==> src/rtl/sprite_rom_arbiter.sv <==
// ---------------------------------------------------------------------------
// SpriteRomArbiter
//
// Shares one block ROM among NREQ sprite/overlay readers. Each cycle at most
// one requester is granted. The grant and the granted address are registered
// on the same edge that sampled the requests. The grant tag then travels down
// a READ_LAT-deep pipeline, so that the tag lines up with the ROM data when
// that data comes back.
//
// Arbitration is round-robin. The search starts one past the last winner.
// When i_prio_en is high, requester 0 (the game-end overlay) wins whenever it
// is requesting.
//
// Ports
//   i_clk       sole clock, rising edge
//   i_rst       synchronous reset, active-high
//   i_req       per-requester level request (NREQ bits)
//   i_addr      packed per-requester addresses; requester k owns
//               bits [k*ADDR_W +: ADDR_W]
//   i_prio_en   give requester 0 absolute priority
//   i_pause     suppress new grants (reads already in flight still finish)
//   o_gnt       registered one-hot-or-zero grant pulse
//   o_rom_addr  registered ROM address (holds when nothing is granted)
//   i_rom_dout  ROM data, valid READ_LAT cycles after o_rom_addr
//   o_rd_data   ROM data passed straight through
//   o_rd_valid  one-hot-or-zero owner of o_rd_data (o_gnt delayed READ_LAT)
//   o_busy      any grant or read still in flight
// ---------------------------------------------------------------------------
module sprite_rom_arbiter #(
  parameter int NREQ     = 4,
  parameter int ADDR_W   = 16,
  parameter int DATA_W   = 12,
  parameter int READ_LAT = 1
) (
  input  logic                   i_clk,
  input  logic                   i_rst,
  input  logic [NREQ-1:0]        i_req,
  input  logic [NREQ*ADDR_W-1:0] i_addr,
  input  logic                   i_prio_en,
  input  logic                   i_pause,
  output logic [NREQ-1:0]        o_gnt,
  output logic [ADDR_W-1:0]      o_rom_addr,
  input  logic [DATA_W-1:0]      i_rom_dout,
  output logic [DATA_W-1:0]      o_rd_data,
  output logic [NREQ-1:0]        o_rd_valid,
  output logic                   o_busy
);

  localparam int PTR_W = (NREQ > 1) ? $clog2(NREQ) : 1;
  localparam logic [PTR_W-1:0] LAST_IDX = PTR_W'(NREQ - 1);

  logic [PTR_W-1:0]  r_ptr;
  logic [NREQ-1:0]   r_gnt;
  logic [ADDR_W-1:0] r_rom_addr;
  logic [NREQ-1:0]   r_tag [READ_LAT];

  logic [ADDR_W-1:0] w_addr_arr [NREQ];
  logic              w_found;
  logic [PTR_W-1:0]  w_winner;
  logic [PTR_W-1:0]  w_idx;
  logic [NREQ-1:0]   w_gnt_next;
  logic              w_busy;

  // Unpack the flat address bus into one address per requester.
  for (genvar k = 0; k < NREQ; k++) begin : g_addr
    assign w_addr_arr[k] = i_addr[k*ADDR_W +: ADDR_W];
  end

  // Pick this cycle's winner. Pause blocks every grant. With priority enabled,
  // a requesting requester 0 wins outright. Otherwise the first active request
  // wins, searching upward from one past the last winner and wrapping. The
  // last winner itself is visited last, so it only gets a back-to-back grant
  // when no other requester is active.
  always_comb begin
    w_found  = 1'b0;
    w_winner = LAST_IDX;
    w_idx    = '0;
    if (!i_pause) begin
      if (i_prio_en && i_req[0]) begin
        w_found  = 1'b1;
        w_winner = '0;
      end else begin
        for (int i = 1; i <= NREQ; i++) begin
          w_idx = PTR_W'((int'(r_ptr) + i) % NREQ);
          if (!w_found && i_req[w_idx]) begin
            w_found  = 1'b1;
            w_winner = w_idx;
          end
        end
      end
    end
  end

  assign w_gnt_next = w_found ? (NREQ'(1) << w_winner) : '0;

  // Register the grant and its address on the sampling edge. The address and
  // the round-robin pointer change only on a real grant, so the ROM address
  // holds steady while idle or paused. After reset the pointer sits at the top
  // index, so requester 0 is searched first.
  always_ff @(posedge i_clk) begin
    if (i_rst) begin
      r_gnt      <= '0;
      r_rom_addr <= '0;
      r_ptr      <= LAST_IDX;
    end else begin
      r_gnt <= w_gnt_next;
      if (w_found) begin
        r_rom_addr <= w_addr_arr[w_winner];
        r_ptr      <= w_winner;
      end
    end
  end

  // Delay the grant tag by the ROM latency so it marks the owner of the data
  // when it returns. Reset flushes the pipeline, which drops any read that was
  // in flight.
  always_ff @(posedge i_clk) begin
    if (i_rst) begin
      for (int s = 0; s < READ_LAT; s++) begin
        r_tag[s] <= '0;
      end
    end else begin
      r_tag[0] <= r_gnt;
      for (int s = 1; s < READ_LAT; s++) begin
        r_tag[s] <= r_tag[s-1];
      end
    end
  end

  // Busy covers the grant stage plus every tag stage still in flight.
  always_comb begin
    w_busy = |r_gnt;
    for (int s = 0; s < READ_LAT; s++) begin
      w_busy = w_busy | (|r_tag[s]);
    end
  end

  assign o_gnt      = r_gnt;
  assign o_rom_addr = r_rom_addr;
  assign o_rd_valid = r_tag[READ_LAT-1];
  assign o_rd_data  = i_rom_dout;
  assign o_busy     = w_busy;

endmodule

==> config.mk <==
export PLATFORM = sky130hd
export DESIGN_NAME = sprite_rom_arbiter
export DESIGN_NICKNAME = d
export VERILOG_FILES = /design/src/rtl/sprite_rom_arbiter.sv
export SDC_FILE = /design/constraint.sdc
export NUM_CORES = 1
export LEC_CHECK = 0
export BUFFER_PORTS_ARGS = -buffer_cell sky130_fd_sc_hd__buf_4
export CORE_MARGIN = 3
export CORE_UTILIZATION = 42
export DETAILED_ROUTE_END_ITERATION = 10
export PLACE_DENSITY = 0.92
export SETUP_SLACK_MARGIN = 0.5
export SYNTH_ARGS = -nofsm -noshare
export SYNTH_HDL_FRONTEND = slang
export SYNTH_SLANG_ARGS = --single-unit
export TNS_END_PERCENT = 20
==> constraint.sdc <==
create_clock -name i_clk -period 3 [get_ports i_clk]
set_input_delay 0.3 -clock i_clk [delete_from_list [all_inputs] [get_ports i_clk]]
set_output_delay 0.3 -clock i_clk [all_outputs]
set_load 0.05 [all_outputs]
Yosys cells after proc, flatten, opt, wreduce, memory -nomap -nowiden
Memory sizes are Yosys's and may differ from the RTL's.
Cells that the tools add are included.
{"block": "op_classes", "bitwise": 3, "addsub": 4, "n_div": 0, "magnitude_cmp": 5, "n_mul": 0, "eq_ne": 0, "n_reduce_logical": 11, "n_shift": 1, "n_mux": 34}
{"operator": "16-bit binary-select mux with 2-bit select", "count": 1}
{"operator": "16-bit 2-to-1 mux", "count": 2}
{"operator": "1-bit 2-to-1 mux", "count": 20}
{"operator": "2-bit by 3-bit less-than comparator with 1-bit output, second input constant", "count": 4}
{"operator": "2-bit 2-to-1 mux", "count": 6}
{"operator": "4-bit OR reduction", "count": 3}
{"operator": "1-bit binary-select mux with 2-bit select", "count": 4}
{"operator": "2-bit by 1-bit adder with 2-bit output, second input constant", "count": 2}
{"operator": "2-bit adder, second input constant", "count": 2}
{"operator": "1-bit logical AND", "count": 4}
{"operator": "4-bit 2-to-1 mux", "count": 1}
{"operator": "1-bit by 2-bit left shift with 4-bit output, first input constant", "count": 1}
{"operator": "3-bit greater-or-equal comparator, second input constant", "count": 1}
{"operator": "1-bit logical NOT", "count": 3}
{"operator": "2-bit inverter with 3-bit output", "count": 1}
{"operator": "2-bit OR reduction", "count": 1}
{"operator": "1-bit inverter", "count": 1}
{"operator": "1-bit bitwise OR", "count": 1}
{"block": "totals", "mem_bits_ro": 0, "latch_bits": 0, "out_inout_bits": 37, "register_bits": 22, "n_memories": 1, "ram_bits": 4, "wordCells": 62, "inputBits": 84}
{"name": "r_tag", "depth": 1, "word_bits": 4, "read_ports": 1, "rd_clocked_by_memory_dff": 0, "wr": 1, "line_no": "55", "text": "logic [NREQ-1:0] r_tag [READ_LAT];"}

Logic depth before layout (Yosys ltp)
Gate-level depths: netlist (run 1).
{"block": "depth", "word_depth": 25, "depth_mapped": 9, "ltp_nobuf": 6}

Worst setup path before layout (run 1)
No wires, ideal clock.
{"block": "synth_path", "kind": "input -> register", "start": "input port i_req[0]", "end": "register r_rom_addr[3], in the netlist o_rom_addr[3]", "t_required_ps": 2871, "n_path_buf": 3, "cell_stages": 9, "slack_ps": 1181, "setup_ps": 129, "arrival_ps": 1690, "path_cell_list": "buf_4 > o21ba_1 > a211oi_1 > o221a_1 > buf_4 > nor2_8 > buf_2 > o221ai_1 > o211ai_2"}
{"block": "synth_via", "elab_chain_len": 24, "word_cells_on_any_way": 37, "classes_between": "29 x mux; 1 x bitwise; 7 x reduce/logical"}
{"item": "from (decl)", "line_no": "37", "text": "input logic [NREQ-1:0] i_req,"}
{"item": "1-bit binary-select mux with 2-bit select", "line_no": "85", "text": "if (!w_found && i_req[w_idx]) begin"}
{"item": "1-bit 2-to-1 mux (not written as such)", "line_no": "85"}
{"item": "1-bit 2-to-1 mux", "line_no": "85"}
{"item": "1-bit 2-to-1 mux", "line_no": "79", "text": "if (i_prio_en && i_req[0]) begin"}
{"item": "1-bit 2-to-1 mux", "line_no": "78", "text": "if (!i_pause) begin"}
{"item": "1-bit logical NOT", "line_no": "85"}
{"item": "1-bit logical AND", "line_no": "85"}
{"item": "1-bit 2-to-1 mux", "line_no": "85"}
{"item": "(+7 left out)"}
{"item": "1-bit logical NOT", "line_no": "85"}
{"item": "1-bit logical AND", "line_no": "85"}
{"item": "2-bit 2-to-1 mux", "line_no": "85"}
{"item": "2-bit 2-to-1 mux", "line_no": "79"}
{"item": "2-bit 2-to-1 mux", "line_no": "78"}
{"item": "2-bit inverter with 3-bit output (not written as such)", "line_no": "108", "text": "r_rom_addr <= w_addr_arr[w_winner];"}
{"item": "16-bit binary-select mux with 2-bit select", "line_no": "108"}
{"item": "16-bit 2-to-1 mux (not written as such) (2 in series)", "line_no": "108"}
{"item": "to (signal assigned)", "line_no": "108"}
{"item": "to (decl)", "line_no": "54", "text": "logic [ADDR_W-1:0] r_rom_addr;"}
Several ways; a longest one is shown, not always the timed one. The select of a mux whose other input is x is not followed.
A chain may end at the register's enable or synchronous reset.

Final worst setup path (run 1)
{"block": "layout_path", "start": "register r_ptr[1]", "end": "register r_rom_addr[10], in the netlist o_rom_addr[10]"}
{"block": "layout_via", "elab_chain_len": 25, "word_cells_on_any_way": 40, "classes_between": "4 x add/sub; 29 x mux; 1 x bitwise; 6 x reduce/logical"}
{"item": "from (decl)", "line_no": "52", "text": "logic [PTR_W-1:0] r_ptr;"}
{"item": "from (signal assigned)", "line_no": "109", "text": "r_ptr <= w_winner;"}
{"item": "2-bit by 1-bit adder with 2-bit output", "line_no": "84", "text": "w_idx = PTR_W'((int'(r_ptr) + i) % NREQ);"}
{"item": "1-bit binary-select mux with 2-bit select", "line_no": "85"}
{"item": "1-bit 2-to-1 mux (not written as such)", "line_no": "85"}
{"item": "1-bit 2-to-1 mux", "line_no": "85"}
{"item": "1-bit 2-to-1 mux", "line_no": "79"}
{"item": "1-bit 2-to-1 mux", "line_no": "78"}
{"item": "1-bit logical NOT", "line_no": "85"}
{"item": "1-bit logical AND", "line_no": "85"}
{"item": "(+8 left out)"}
{"item": "1-bit logical NOT", "line_no": "85"}
{"item": "1-bit logical AND", "line_no": "85"}
{"item": "2-bit 2-to-1 mux", "line_no": "85"}
{"item": "2-bit 2-to-1 mux", "line_no": "79"}
{"item": "2-bit 2-to-1 mux", "line_no": "78"}
{"item": "2-bit inverter with 3-bit output (not written as such)", "line_no": "108"}
{"item": "16-bit binary-select mux with 2-bit select", "line_no": "108"}
{"item": "16-bit 2-to-1 mux (not written as such) (2 in series)", "line_no": "108"}
Several ways; a longest one is shown, not always the timed one. The select of a mux whose other input is x is not followed.

==> run summary, run 1 <==
Outcome -> completed
P&R area growth vs syn -> 45.96%
Vias per inst -> 5.452
Max Cap Viol -> 0
Max-slew headroom -> 0.4764
Crit Path Max Fanout -> 18
DP HPWL -> 3171 microns
Count of final hold-check violations -> 0
Initial antenna violation count -> 0
Yosys warnings -> 0
Max IR drop VDD -> 223.4 uV
Top Ports -> 121
Slowest CP cell -> or4_1
CTS root buffer -> clkbuf_4
CTS tree -> yes
Remaining DRCs -> 0
Layout cells sized above 1 -> 0.4809
Post-CTS Resized -> 0
Total power -> 1.011 mW
Total congestion overflow -> 0
Min Tclk post-route -> 2078 ps
Sequential fraction of the synthesis area -> 0.3502
Setup TNS Final -> 0 ps
RSZ-0062 raised after global routing -> false
Final setup fails -> 0
Htree depth -> 1
Async S/R FF share, synth -> 0
Top FF cell, synth -> dfxtp_1
Num CTS Buffers -> 3
Final WL -> 4163 microns
Critical path arrival -> 2320 ps
Port Buf Inserts -> 96
Starting DRT DRC Count -> 72
Placer's final routability congestion estimate -> 0.7400
Drt first pass iters -> 4
LEAKAGE -> 1.012 nW
FF-to-FF End -> o_rom_addr[10]$_SDFFE_PP0P_
Post-route antenna net violation count -> 0
Worst-skew pair later-pin latency -> 330 ps
Die Ht -> 65.49 microns
Seq cells post-synth -> 26
Hold EP -> r_tag[0][3]$_SDFF_PP0_
Hold Startpoint -> i_rst
Clock Sinks -> 26
Setup Skew -> 11.00 ps
Nets -> 320
Worst endpoint required time -> 3240 ps
Clk slew on worst S/H paths -> 150 ps
Period Utilization, post-route -> 0.6926
DIE AREA -> 0.004289 sq mm
Die X -> 65.49 microns
Pin count of the biggest net entering global routing -> 36
Post-CTS Setup Inserts -> 0
Vias in the first global route -> 1,423
Core Area -> 0.003203 sq mm
Vias -> 1,521
Fmax -> 0.4813 GHz
CP max stage delay -> 790 ps
R2R cell count -> 5
R2r setup slk -> 920 ps
Post-Syn Area -> 0.001486 sq mm
Startpoint types -> flop
Tightest Pin Transition -> 785.4 ps
Post-synth EDFFs -> 0
Diode count -> 0
Hold WC Path Type -> input pin to flop
Initial Util -> 0.4641
Critical Path Sink Type -> flop
First-pass GRT wire length -> 6348 microns
Mean cell area of the mapped netlist -> 9.528 sq um
Synthesized Nets -> 240
Syn Inst Count -> 156
P per Cell Area -> 465.9 mW/mm^2
Slew Limit Fails -> 0
Total track usage -> 0.1859
Unique masters post-synth -> 28
Worst-case clock buffer depth -> 2
Crit path kind -> flop to flop
Cell Rows -> 20
Drt wl/cell -> 14.92 microns
CP cell instances -> inv_1 > a211oi_1 > o311ai_1 > or4_1 > o211ai_1
Hold Path Stages -> 2
Final hold slack -> 169.5 ps
Cts hold-fix bufs -> 0
Worst R2R Start -> r_ptr[1]$_SDFFE_PP1P_
-- synthesized netlist by cell type, types with 2 or more instances --
master    count  area (sq um)
a211oi_1      2         15.01
a21oi_1       4         20.02
and2_1        2         12.51
and3b_1       2         17.52
buf_2         5         25.02
buf_4        14         105.1
buf_6         2         22.52
clkbuf_1      2         7.510
dfxtp_1      26         520.5
inv_1         3         11.26
mux2i_1      16         160.2
nand2_1      18         67.56
nand2b_1      2         12.51
nor2_1        5         18.77
nor2b_1       7         43.79
nor3b_1       2         15.01
nor4_1        3         18.77
o211ai_1      8         60.06
o211ai_2      9         112.6
o221ai_1     16         140.1
-- metal layers --
metal | GRT usage | routed length [microns] | vias up | part of all wire
li1 | - | - | 738 | -
met1 | 0.2249 | 1653 | 705 | 0.40
met2 | 0.3300 | 2083 | 74 | 0.50
met3 | 0.04444 | 396 | 4 | 0.095
met4 | 0.04404 | 29 | 0 | 0.0070
met5 | 0 | 0 | - | 0
-- critical path: cells and delay by family (launching register included) --
family          cells  cell delay [ps]
simple gates        1              790
flops               1              430
buf+inv             1              120
compound gates      3              660
-- worst max path at each step --
| stage | start | to | slack, ps | cells after the start |
|---|---|---|---|---|
| after CTS | r_ptr[1]$_SDFFE_PP1P_ | o_rom_addr[10]$_SDFFE_PP0P_ | 910 | 5 |
| after global routing | r_ptr[1]$_SDFFE_PP1P_ | o_rom_addr[3]$_SDFFE_PP0P_ | 750 | 6 |
| after detailed placement | i_req[0] | o_rom_addr[10]$_SDFFE_PP0P_ | 910 | 6 |
| after floorplan | i_req[0] | o_rom_addr[3]$_SDFFE_PP0P_ | 1180 | 9 |
| final | r_ptr[1]$_SDFFE_PP1P_ | o_rom_addr[10]$_SDFFE_PP0P_ | 920 | 5 |
| after global placement | i_req[3] | o_rom_addr[7]$_SDFFE_PP0P_ | 930 | 7 |
-- kinds of logic (layout without fill, tap and decap cells) --
kind of cell | after synthesis | after routing | share of synthesized area
muxes | 16 | 16 | 0.1077
AOI/OAI and AO/OA | 43 | 43 | 0.2593
DFF | 26 | 26 | 0.3502
and+or+nand+nor | 45 | 45 | 0.1675
buffers and inverters | 26 | 105 | 0.1153
-- sequential cells by signal, indices dropped and copies added (netlist names) --
signal and cells:
o_gnt 4, o_rom_addr 16, r_ptr 2, r_tag 4
-- final cells by class --
class                      count  area, sq um
clock inverter                 1        30.03
inverter                       3        11.26
fill                         271         1033
clock buffer                   3        22.52
multi-input combinational    104        794.5
sequential                    26        520.5
timing repair buffer          98        735.7
tap                           44        55.05
-- where the power goes --
| part | internal [mW] | switching [mW] | total (mW) |
|---|---|---|---|
| sequential | 0.377 | 0.0197 | 0.396 |
| clock | 0.135 | 0.108 | 0.243 |
| combinational | 0.154 | 0.218 | 0.371 |
| total | 0.665 | 0.345 | 1.01 |
-- layout by cell type (no fill, tap or decap), drive strengths merged, types with 2 or more instances in the layout --
| master | Yosys | routed |
|---|---|---|
| buf | 21 | 98 |
| dfxtp | 26 | 26 |
| nand2 | 18 | 18 |
| o211ai | 17 | 17 |
| mux2i | 16 | 16 |
| o221ai | 16 | 16 |
| nor2b | 7 | 7 |
| nor2 | 6 | 6 |
| a21oi | 4 | 4 |
| nor4 | 3 | 3 |
| inv | 3 | 3 |
| clkbuf | 2 | 3 |
| nand2b | 2 | 2 |
| a211oi | 2 | 2 |
| and3b | 2 | 2 |
| nor3b | 2 | 2 |
| and2 | 2 | 2 |
| nor3 | 2 | 2 |
-- through the flow --
stage                 util  area [sq um]  instances  setup slack, ps
global placement    0.6609          2117        275            926.5
detailed placement  0.6609          2117        275            910.6
global route        0.6773          2170        279            746.5
finish              0.6773          2170        279            922.2
CTS                 0.6773          2170        279            908.2
floorplan                -          1486        156             1181
(Power assumes the default switching activity.)
==> inputs of run 2 (changes only) <==
CORE_UTILIZATION = 35   (was 42)
PLACE_DENSITY = 0.82   (was 0.92)
clock period = 1.91 ns   (was 3 ns; I/O delays follow)
==> run summary, run 2 (synthesis gave the netlist of run 1 again) <==
Drt first pass iters -> 4
Hold Path Stages -> 2
R2R cell count -> 7
Port Buf Inserts -> 96
Drt wl/cell -> 15.57 microns
Count of final hold-check violations -> 0
DP HPWL -> 3406 microns
CTS tree -> yes
Vias per inst -> 5.198
Crit path kind -> flop to flop
R2r setup slk -> 140 ps
Commonest non-fill, non-tap cells in the layout -> buf_4, dfxtp_1, nand2_1, mux2i_1
Period Utilization, post-route -> 0.9247
Max IR drop VDD -> 460.5 uV
Sequential power share -> 0.354
Clock Sinks -> 26
Total track usage -> 0.1814
Slowest CP cell -> dfxtp_4
Fillers -> 358
Final Instance Area -> 0.002474 sq mm
Critical path arrival -> 1910 ps
Clk slew on worst S/H paths -> 90 ps
Total congestion overflow -> 0
First-pass GRT wire length -> 7431 microns
Initial antenna violation count -> 0
CP max stage delay -> 370 ps
Total power -> 1.765 mW
Htree depth -> 1
Max-slew headroom -> 0.7969
Part of the power in combinational logic -> 0.391
Outcome -> completed
Max reg flops -> 16
Initial Util -> 0.3663
Hold Startpoint -> i_rst
Finished Layout Cells -> 303
Die Ht -> 71.17 microns
Final hold slack -> 133.7 ps
DIE AREA -> 0.005065 sq mm
Final WL -> 4718 microns
Placed instance area -> 0.002242 sq mm
Worst R2R Start -> r_ptr[1]$_SDFFE_PP1P_
P per Cell Area -> 713.5 mW/mm^2
Core Area -> 0.004058 sq mm
Clk pwr share -> 0.255
Setup TNS Final -> 0 ps
Final setup fails -> 0
Starting DRT DRC Count -> 31
P_int -> 1.176 mW
Pin count of the biggest net entering global routing -> 19
Crit Path Max Fanout -> 9
Post-route antenna net violation count -> 0
Net Switching -> 589.3 uW
Num CTS Buffers -> 3
Startpoint types -> flop
Worst endpoint required time -> 2050 ps
Fmax -> 0.5662 GHz
Hold EP -> r_tag[0][0]$_SDFF_PP0_
Worst-skew pair later-pin latency -> 270 ps
Die X -> 71.17 microns
Max Cap Viol -> 0
Cell Rows -> 23
CP cell instances -> and3b_1 > a211oi_2 > o221a_2 > nor2_8 > buf_12 > o221ai_1 > o211ai_1
Critical Path Sink Type -> flop
Vias -> 1,575
Remaining DRCs -> 0
CTS root buffer -> clkbuf_8
LEAKAGE -> 1.130 nW
Nets -> 338
Hold WC Path Type -> input pin to flop
Slew Limit Fails -> 0
Tightest Pin Transition -> 301.8 ps
Diode count -> 0
FF-to-FF End -> o_rom_addr[2]$_SDFFE_PP0P_
Layout cells sized above 1 -> 0.5889
Commonest non-fill, non-tap cell in the layout -> buf_4
Dpl cells -> 289
Switch share -> 0.3339
Placer's final routability congestion estimate -> 0.7659
Top Ports -> 121
Setup Skew -> 8.154 ps
Min Tclk post-route -> 1766 ps
RSZ-0062 raised after global routing -> true
P&R area growth vs syn -> 66.41%
Worst-case clock buffer depth -> 2
Vias in the first global route -> 1,639
[run 2: cell count changes in the layout (fill, tap and decap cells not counted), moves of 2 or more]
cell,before,now
buf_4,98,108
o221ai_1,16,7
buf_12,0,2
clkbuf_8,0,3
dfxtp_1,26,24
a211oi_1,2,0
buf_6,0,5
clkbuf_4,3,0
o221ai_2,0,9
[run 2: worst max path at each step]
stage / start / to / slack [ps] / cells past startpoint
2_1_floorplan: r_ptr[1]$_SDFFE_PP1P_ / o_rom_addr[15]$_SDFFE_PP0P_ / 240 / 8
3_3_place_gp: i_req[3] / o_rom_addr[3]$_SDFFE_PP0P_ / -6 / 7
3_5_place_dp: i_req[3] / o_rom_addr[1]$_SDFFE_PP0P_ / -100 / 7
4_1_cts: r_ptr[1]$_SDFFE_PP1P_ / o_rom_addr[10]$_SDFFE_PP0P_ / 100 / 7
5_1_grt: r_ptr[1]$_SDFFE_PP1P_ / o_rom_addr[1]$_SDFFE_PP0P_ / 60 / 7
6_report: r_ptr[1]$_SDFFE_PP1P_ / o_rom_addr[2]$_SDFFE_PP0P_ / 140 / 7
[run 2: final cells by class]
type | count | area, sq um | area share
clock inverter | 1 | 30.03 | 0.01214
clock buffer | 3 | 41.29 | 0.01669
multi-input combinational | 105 | 895.9 | 0.3622
tap | 50 | 62.56 | 0.02529
timing repair buffer | 115 | 907.1 | 0.3667
inverter | 3 | 11.26 | 0.004552
sequential | 26 | 525.5 | 0.2124
[run 2: power by group through the flow]
| stage | combinational [mW] | clock [mW] | sequential, mW |
|---|---|---|---|
| CTS | 0.684 | 0.463 | 0.624 |
| global placement | 0.614 | 0 | 0.634 |
| floorplan | 0.305 | 0 | 0.785 |
| global route | 0.732 | 0.482 | 0.630 |
| detailed placement | 0.624 | 0 | 0.635 |
| finish | 0.690 | 0.450 | 0.624 |
[run 2: routing by layer]
| layer | up-vias | wire, microns | global-route usage |
|---|---|---|---|
| met5 | - | 0 | 0 |
| met4 | 0 | 51 | 0.05219 |
| met3 | 6 | 271 | 0.02415 |
| met2 | 56 | 2598 | 0.3541 |
| met1 | 743 | 1796 | 0.2002 |
| li1 | 770 | - | - |
[run 2: timing repair]
item,4_1_cts,5_1_grt
pin swaps,11,2
hold buffers,0,0
setup endpoints to repair,23,23
endpoints found under the hold margin,0,0
buffers inserted,8,0
resized for setup,11,4
cloned,2,0
[run 2: worst max-delay path: cells and delay by family, from the launching register on]
| kind | cells | cell delay [ps] |
|---|---|---|
| buffers and inverters | 1 | 150 |
| and+or+nand+nor | 2 | 260 |
| AOI/OAI and AO/OA | 4 | 850 |
| DFF | 1 | 370 |
[run 2: through the flow]
step	util	setup slack, ps
detailed placement	0.5526	-98.37
floorplan	-	238.0
CTS	0.6041	98.35
global route	0.6096	62.05
finish	0.6096	143.8
global placement	0.5526	-5.906
